===== config.mk =====
export PLATFORM = sky130hd
export DESIGN_NAME = press_classifier
export DESIGN_NICKNAME = d
export VERILOG_FILES = /design/src/rtl/press_classifier.sv
export SDC_FILE = /design/constraint.sdc
export NUM_CORES = 1
export LEC_CHECK = 0
export CAP_MARGIN = 20
export CELL_PAD_IN_SITES_DETAIL_PLACEMENT = 0
export CELL_PAD_IN_SITES_GLOBAL_PLACEMENT = 1
export CORE_ASPECT_RATIO = 0.75
export CORE_MARGIN = 5
export CORE_UTILIZATION = 38
export CTS_BUF_LIST = sky130_fd_sc_hd__clkbuf_4 sky130_fd_sc_hd__clkbuf_8 sky130_fd_sc_hd__clkbuf_16
export CTS_CLUSTER_SIZE = 24
export DETAILED_ROUTE_END_ITERATION = 10
export GPL_TIMING_DRIVEN = 0
export PLACE_DENSITY = 0.83
export SLEW_MARGIN = 20
export SYNTH_ARGS = -nofsm -noshare
export SYNTH_HDL_FRONTEND = slang
export SYNTH_SLANG_ARGS = --single-unit

===== constraint.sdc =====
create_clock -name clk -period 2.1 [get_ports clk]
set_clock_uncertainty 0.1 [all_clocks]
set_input_delay 0.42 -clock clk [delete_from_list [all_inputs] [get_ports clk]]
set_output_delay 0.42 -clock clk [all_outputs]
set_load 0.01 [all_outputs]

===== src/rtl/press_classifier.sv =====
// -----------------------------------------------------------------------------
// press_classifier
//
// Classifies user gestures on a debounced key into short, long and double
// presses. All timing is measured in clock-enable ticks (ce), so the same
// block works for any clk rate as long as the ce generator is scaled.
//
// Ports:
//   clk           system clock
//   rst           synchronous, active-high reset
//   ce            one-clk-wide clock-enable tick
//   btn_level     debounced key level, 1 = pressed
//   short_press   one-clk pulse: single short press recognised
//   long_press    one-clk pulse: hold reached LONG_TICKS
//   double_press  one-clk pulse: second press started within the gap window
//   busy          high while a gesture is in progress (state != IDLE)
//
// Parameters:
//   LONG_TICKS    ce ticks a press must be held to count as long (2..2^CNT_W-1)
//   GAP_TICKS     ce ticks after release in which a second press makes a
//                 double press (2..2^CNT_W-1)
//   CNT_W         tick counter width
// -----------------------------------------------------------------------------
module press_classifier #(
  parameter int LONG_TICKS = 1000,
  parameter int GAP_TICKS  = 300,
  parameter int CNT_W      = 16
) (
  input  logic clk,
  input  logic rst,
  input  logic ce,
  input  logic btn_level,
  output logic short_press,
  output logic long_press,
  output logic double_press,
  output logic busy
);

  // Elaboration-time sanity checks on the parameter ranges.
  if (LONG_TICKS < 2 || LONG_TICKS > (2 ** CNT_W) - 1) begin : g_bad_long
    $error("press_classifier: LONG_TICKS out of range");
  end
  if (GAP_TICKS < 2 || GAP_TICKS > (2 ** CNT_W) - 1) begin : g_bad_gap
    $error("press_classifier: GAP_TICKS out of range");
  end

  localparam logic [CNT_W-1:0] LONG_LAST = CNT_W'(LONG_TICKS - 1);
  localparam logic [CNT_W-1:0] GAP_LAST  = CNT_W'(GAP_TICKS - 1);

  typedef enum logic [1:0] {
    IDLE     = 2'd0,
    PRESS1   = 2'd1,
    GAP      = 2'd2,
    WAIT_REL = 2'd3
  } state_t;

  state_t           state;
  state_t           state_nxt;
  logic [CNT_W-1:0] cnt;
  logic             btn_prev;

  logic             press_edge;
  logic             release_lvl;
  logic             long_hit;
  logic             gap_hit;

  logic             short_nxt;
  logic             long_nxt;
  logic             double_nxt;

  // Saturating increment: the counter parks at all-ones instead of wrapping,
  // so a very long dwell can never alias back onto a threshold value.
  function automatic logic [CNT_W-1:0] sat_inc(input logic [CNT_W-1:0] v);
    logic [CNT_W-1:0] r;
    if (&v) begin
      r = v;
    end else begin
      r = v + 1'b1;
    end
    return r;
  endfunction

  // ---------------------------------------------------------------------------
  // Input decode (combinational, from registered btn_prev)
  // ---------------------------------------------------------------------------
  assign press_edge  = btn_level & ~btn_prev;
  assign release_lvl = ~btn_level;
  assign long_hit    = ce && (cnt == LONG_LAST);
  assign gap_hit     = ce && (cnt == GAP_LAST);

  // ---------------------------------------------------------------------------
  // Next-state and event decision
  // ---------------------------------------------------------------------------
  always_comb begin
    state_nxt  = state;
    short_nxt  = 1'b0;
    long_nxt   = 1'b0;
    double_nxt = 1'b0;
    case (state)
      IDLE: begin
        if (press_edge) begin
          state_nxt = PRESS1;
        end
      end
      PRESS1: begin
        // Release wins over the long threshold landing on the same cycle.
        if (release_lvl) begin
          state_nxt = GAP;
        end else if (long_hit) begin
          long_nxt  = 1'b1;
          state_nxt = WAIT_REL;
        end
      end
      GAP: begin
        // A second press on the final gap tick still counts as a double.
        if (press_edge) begin
          double_nxt = 1'b1;
          state_nxt  = WAIT_REL;
        end else if (gap_hit) begin
          short_nxt = 1'b1;
          state_nxt = IDLE;
        end
      end
      WAIT_REL: begin
        if (release_lvl) begin
          state_nxt = IDLE;
        end
      end
      default: begin
        state_nxt = IDLE;
      end
    endcase
  end

  // ---------------------------------------------------------------------------
  // State, counter, edge history and registered outputs
  // ---------------------------------------------------------------------------
  always_ff @(posedge clk) begin
    if (rst) begin
      state        <= IDLE;
      cnt          <= '0;
      // Treat the key as already down so a key held through reset is ignored
      // until it is released and pressed again.
      btn_prev     <= 1'b1;
      short_press  <= 1'b0;
      long_press   <= 1'b0;
      double_press <= 1'b0;
      busy         <= 1'b0;
    end else begin
      state        <= state_nxt;
      btn_prev     <= btn_level;
      short_press  <= short_nxt;
      long_press   <= long_nxt;
      double_press <= double_nxt;
      busy         <= (state_nxt != IDLE);
      if (state_nxt != state) begin
        cnt <= '0;
      end else if (ce) begin
        cnt <= sat_inc(cnt);
      end
    end
  end

endmodule


==> flow_metrics.py <==
metrics = {
    "sta": {
        "finalWorstSetupSlack_ns": 0.133,
        "worstMarginPinSlew_ns": 0.397,
        "fmax_mhz": 508,
        "post-route-period-util": 0.937,
        "setup_viol": 0,
        "final.min_clock_period_ns": 1.97,
        "maxSlewHeadroom": 0.734,
        "setup_tns_ns": 0,
        "finalMaxSlewViolations": 0,
        "hold_viol_final": 0,
    },
    "placed_design": {
        "place_ws_ns": -0.299,
        "place_hpwl_um": 1630,
        "placement.io_buffers": 7,
        "placed_cells": 175,
        "gp_congestion": 0.852,
    },
    "synthesis": {
        "seq_area_frac_synth": 0.413,
        "synth_compound_area_frac": 0.0697,
        "synth_cells": 130,
        "synth_xor_area_frac": 0.102,
        "synth_top_family_by_area": "simple AND/OR/NAND/NOR gates",
        "yosys_warnings": 0,
        "synthAdderAreaFrac": 0.0112,
        "avgSynthCellArea_um2": 8.57,
        "yosys.area_share.simple": 0.379,
        "syn_nets": 135,
        "synth.distinct_cells": 33,
        "synth_area_um2": 1110,
        "ys_ff_latch": 23,
        "synth_mux_area_frac": 0,
    },
    "cts": {
        "clkTransAtPathRegs_ns": 0.08,
        "cts_root_buffer": "clkbuf_8",
        "cts_sinks": 23,
        "htreeDepth": 1,
        "cts_tree": "built",
        "cts_buffers": 3,
        "clk_path_buf_depth": 2,
        "holdBufCountCts": 0,
        "insertion_delay_ns": 0.26,
    },
    "drt": {
        "drtPass1Iterations": 4,
        "wl_per_cell_um": 12.1,
        "wl_um": 2180,
        "drc": 0,
        "via_per_inst": 5.27,
        "drt_iter0_markers": 40,
        "ant_nets": 0,
        "via_count": 948,
    },
    "floorplanning": {
        "core_um2": 2870,
        "ios": 8,
        "die-area_um2": 4120,
        "rows": 17,
        "initial_core_util": 0.388,
        "die_w_um": 72.5,
        "die_h_um": 56.9,
    },
    "finish": {
        "mostFrequentLayoutCells": "dfxtp_1, nor2_1, nand3_1",
        "drive_above_1_share": 0.141,
        "num_antenna_cells": 0,
        "regArea_um2": 462,
        "final_common_cell": "dfxtp_1",
        "post-route-util": 0.461,
        "final_nets": 148,
        "multi_input_area_um2": 641,
        "fillers": 289,
        "areaGrowthSynthToFinish_pct": 19.0,
        "stdcell_count": 180,
    },
    "global_route": {
        "grtUsageTotal": 0.120,
        "antenna_found_initial": 0,
        "grt_max_degree": 13,
        "gr-total-overflow": 0,
        "grt_pass1_wl_um": 3960,
        "grt_pass1_vias": 868,
    },
    "power_and_ir_drop": {
        "ir_drop_uv": 549,
        "p_per_area_nw_per_um2": 589,
        "p_leak_uw": 0.000493,
    },
    "run": {
        "cap_viol_max_count": 0,
    },
    "hold_path": {
        "hold_path_class": "reg -> reg",
        "min_to": "double_press",
        "hold_depth": 1,
        "hp-start": "btn_prev",
    },
    "worst_setup_path": {
        "required_ns": 2.16,
        "r2r-end": "cnt[13]",
        "criticalPathCategory": "reg -> reg",
        "arrival_ns": 2.03,
        "crit_fanout": 10,
        "reg2regPathDepth": 6,
        "rrSetupSlack_ns": 0.13,
        "worstSetupEndpointType": "register",
        "cp-start-kind": "register",
        "rr_startpoint": "cnt[12]",
    },
    "outcome": {
        "outcome": "complete, no violations",
    },
}
## per-stage QoR
| stage | cell area [µm²] | total power [µW] | hold slack (ns) |
|---|---|---|---|
| 3_5_place_dp | 1230 | 505 | 0.370 |
| 6_report | 1330 | 780 | 0.382 |
| 4_1_cts | 1300 | 794 | 0.384 |
| 2_1_floorplan | 1110 | 485 | 0.347 |
| 5_1_grt | 1330 | 818 | 0.412 |
| 3_3_place_gp | 1230 | 503 | 0.371 |
## per-layer routing
| metal | wire length, µm | up-vias | global-route usage |
|---|---|---|---|
| met4 | 12 | 0 | 0.0158 |
| met1 | 1080 | 441 | 0.164 |
| met5 | 0 | - | 0 |
| met3 | 71 | 2 | 0.0429 |
| met2 | 1020 | 12 | 0.185 |
| li1 | - | 493 | - |
## critical path, stage by stage, from the launching register on
cell	delay [ns]
dfxtp_1	0.37
or4_1	0.54
nor3_2	0.19
nand3_2	0.15
o211ai_4	0.27
buf_6	0.18
nor2_1	0.05
## flip-flops by register name, indices dropped and copies added, names as in the netlist
name,flops
short_press,1
state,2
long_press,1
cnt,16
busy,1
double_press,1
btn_prev,1
## kinds of logic (layout without fill, tap and decap cells)
family	after synthesis	after routing
DFF	23	23
xor gates and xnor gates	13	13
AOI/OAI and AO/OA	10	10
buffers and inverters	5	17
adders and majority gates	1	1
and+or+nand+nor	78	78
## cell type report
class | count | share of cell area
plain buffers | 2 | 0.0142
clock buffers | 4 | 0.0368
inverters | 2 | 0.00567
multi-input cells | 102 | 0.483
flip-flops and latches | 23 | 0.348
well taps | 38 | 0.0359
repair buffers | 9 | 0.0755
## synthesized netlist by cell type
cell type,number,area [µm²]
a211oi_1,2,15.0
a21oi_1,3,15.0
a31oi_1,2,12.5
a41oi_1,1,8.76
and2_1,2,12.5
and3_1,4,25.0
and3_2,2,15.0
and4_1,1,8.76
and4_2,1,10.0
buf_2,1,5.00
buf_6,1,11.3
clkbuf_1,1,3.75
dfxtp_1,23,460
ha_1,1,12.5
inv_1,2,7.51
nand2_1,6,22.5
nand2b_1,2,12.5
nand3_1,18,90.1
nand3_2,1,10.0
nand4_1,6,37.5
nand4b_1,1,8.76
nor2_1,20,75.1
nor3_1,4,20.0
nor3_2,1,10.0
nor3b_1,2,15.0
nor4_1,1,6.26
nor4b_1,1,8.76
o211ai_4,1,21.3
o21ai_0,1,5.00
or2_2,2,12.5
or3_1,1,6.26
or4_1,2,15.0
xor2_1,13,114
## repair_timing
action / in CTS / in global routing
setup buffers: 1 / 1
pin swaps: 1 / 3
endpoints found under the setup margin: 13 / 16
gates resized for setup: 2 / 4
## report_power, final
group	switching [µW]	internal [µW]	leakage, µW
combinational	26.3	25.6	0.000281
sequential	6.22	443	0.000186
clock	131	148	0.0000262
## how the worst max path moves through the flow
stage | startpoint | end | depth (start not counted)
floorplan | cnt[0] | cnt[3] | 8
global placement | ce | cnt[13] | 7
detailed placement | ce | cnt[10] | 7
CTS | cnt[1] | cnt[2] | 7
global route | cnt[1] | cnt[6] | 8
finish | cnt[12] | cnt[13] | 6
Power figures use the tool's default switching activity.
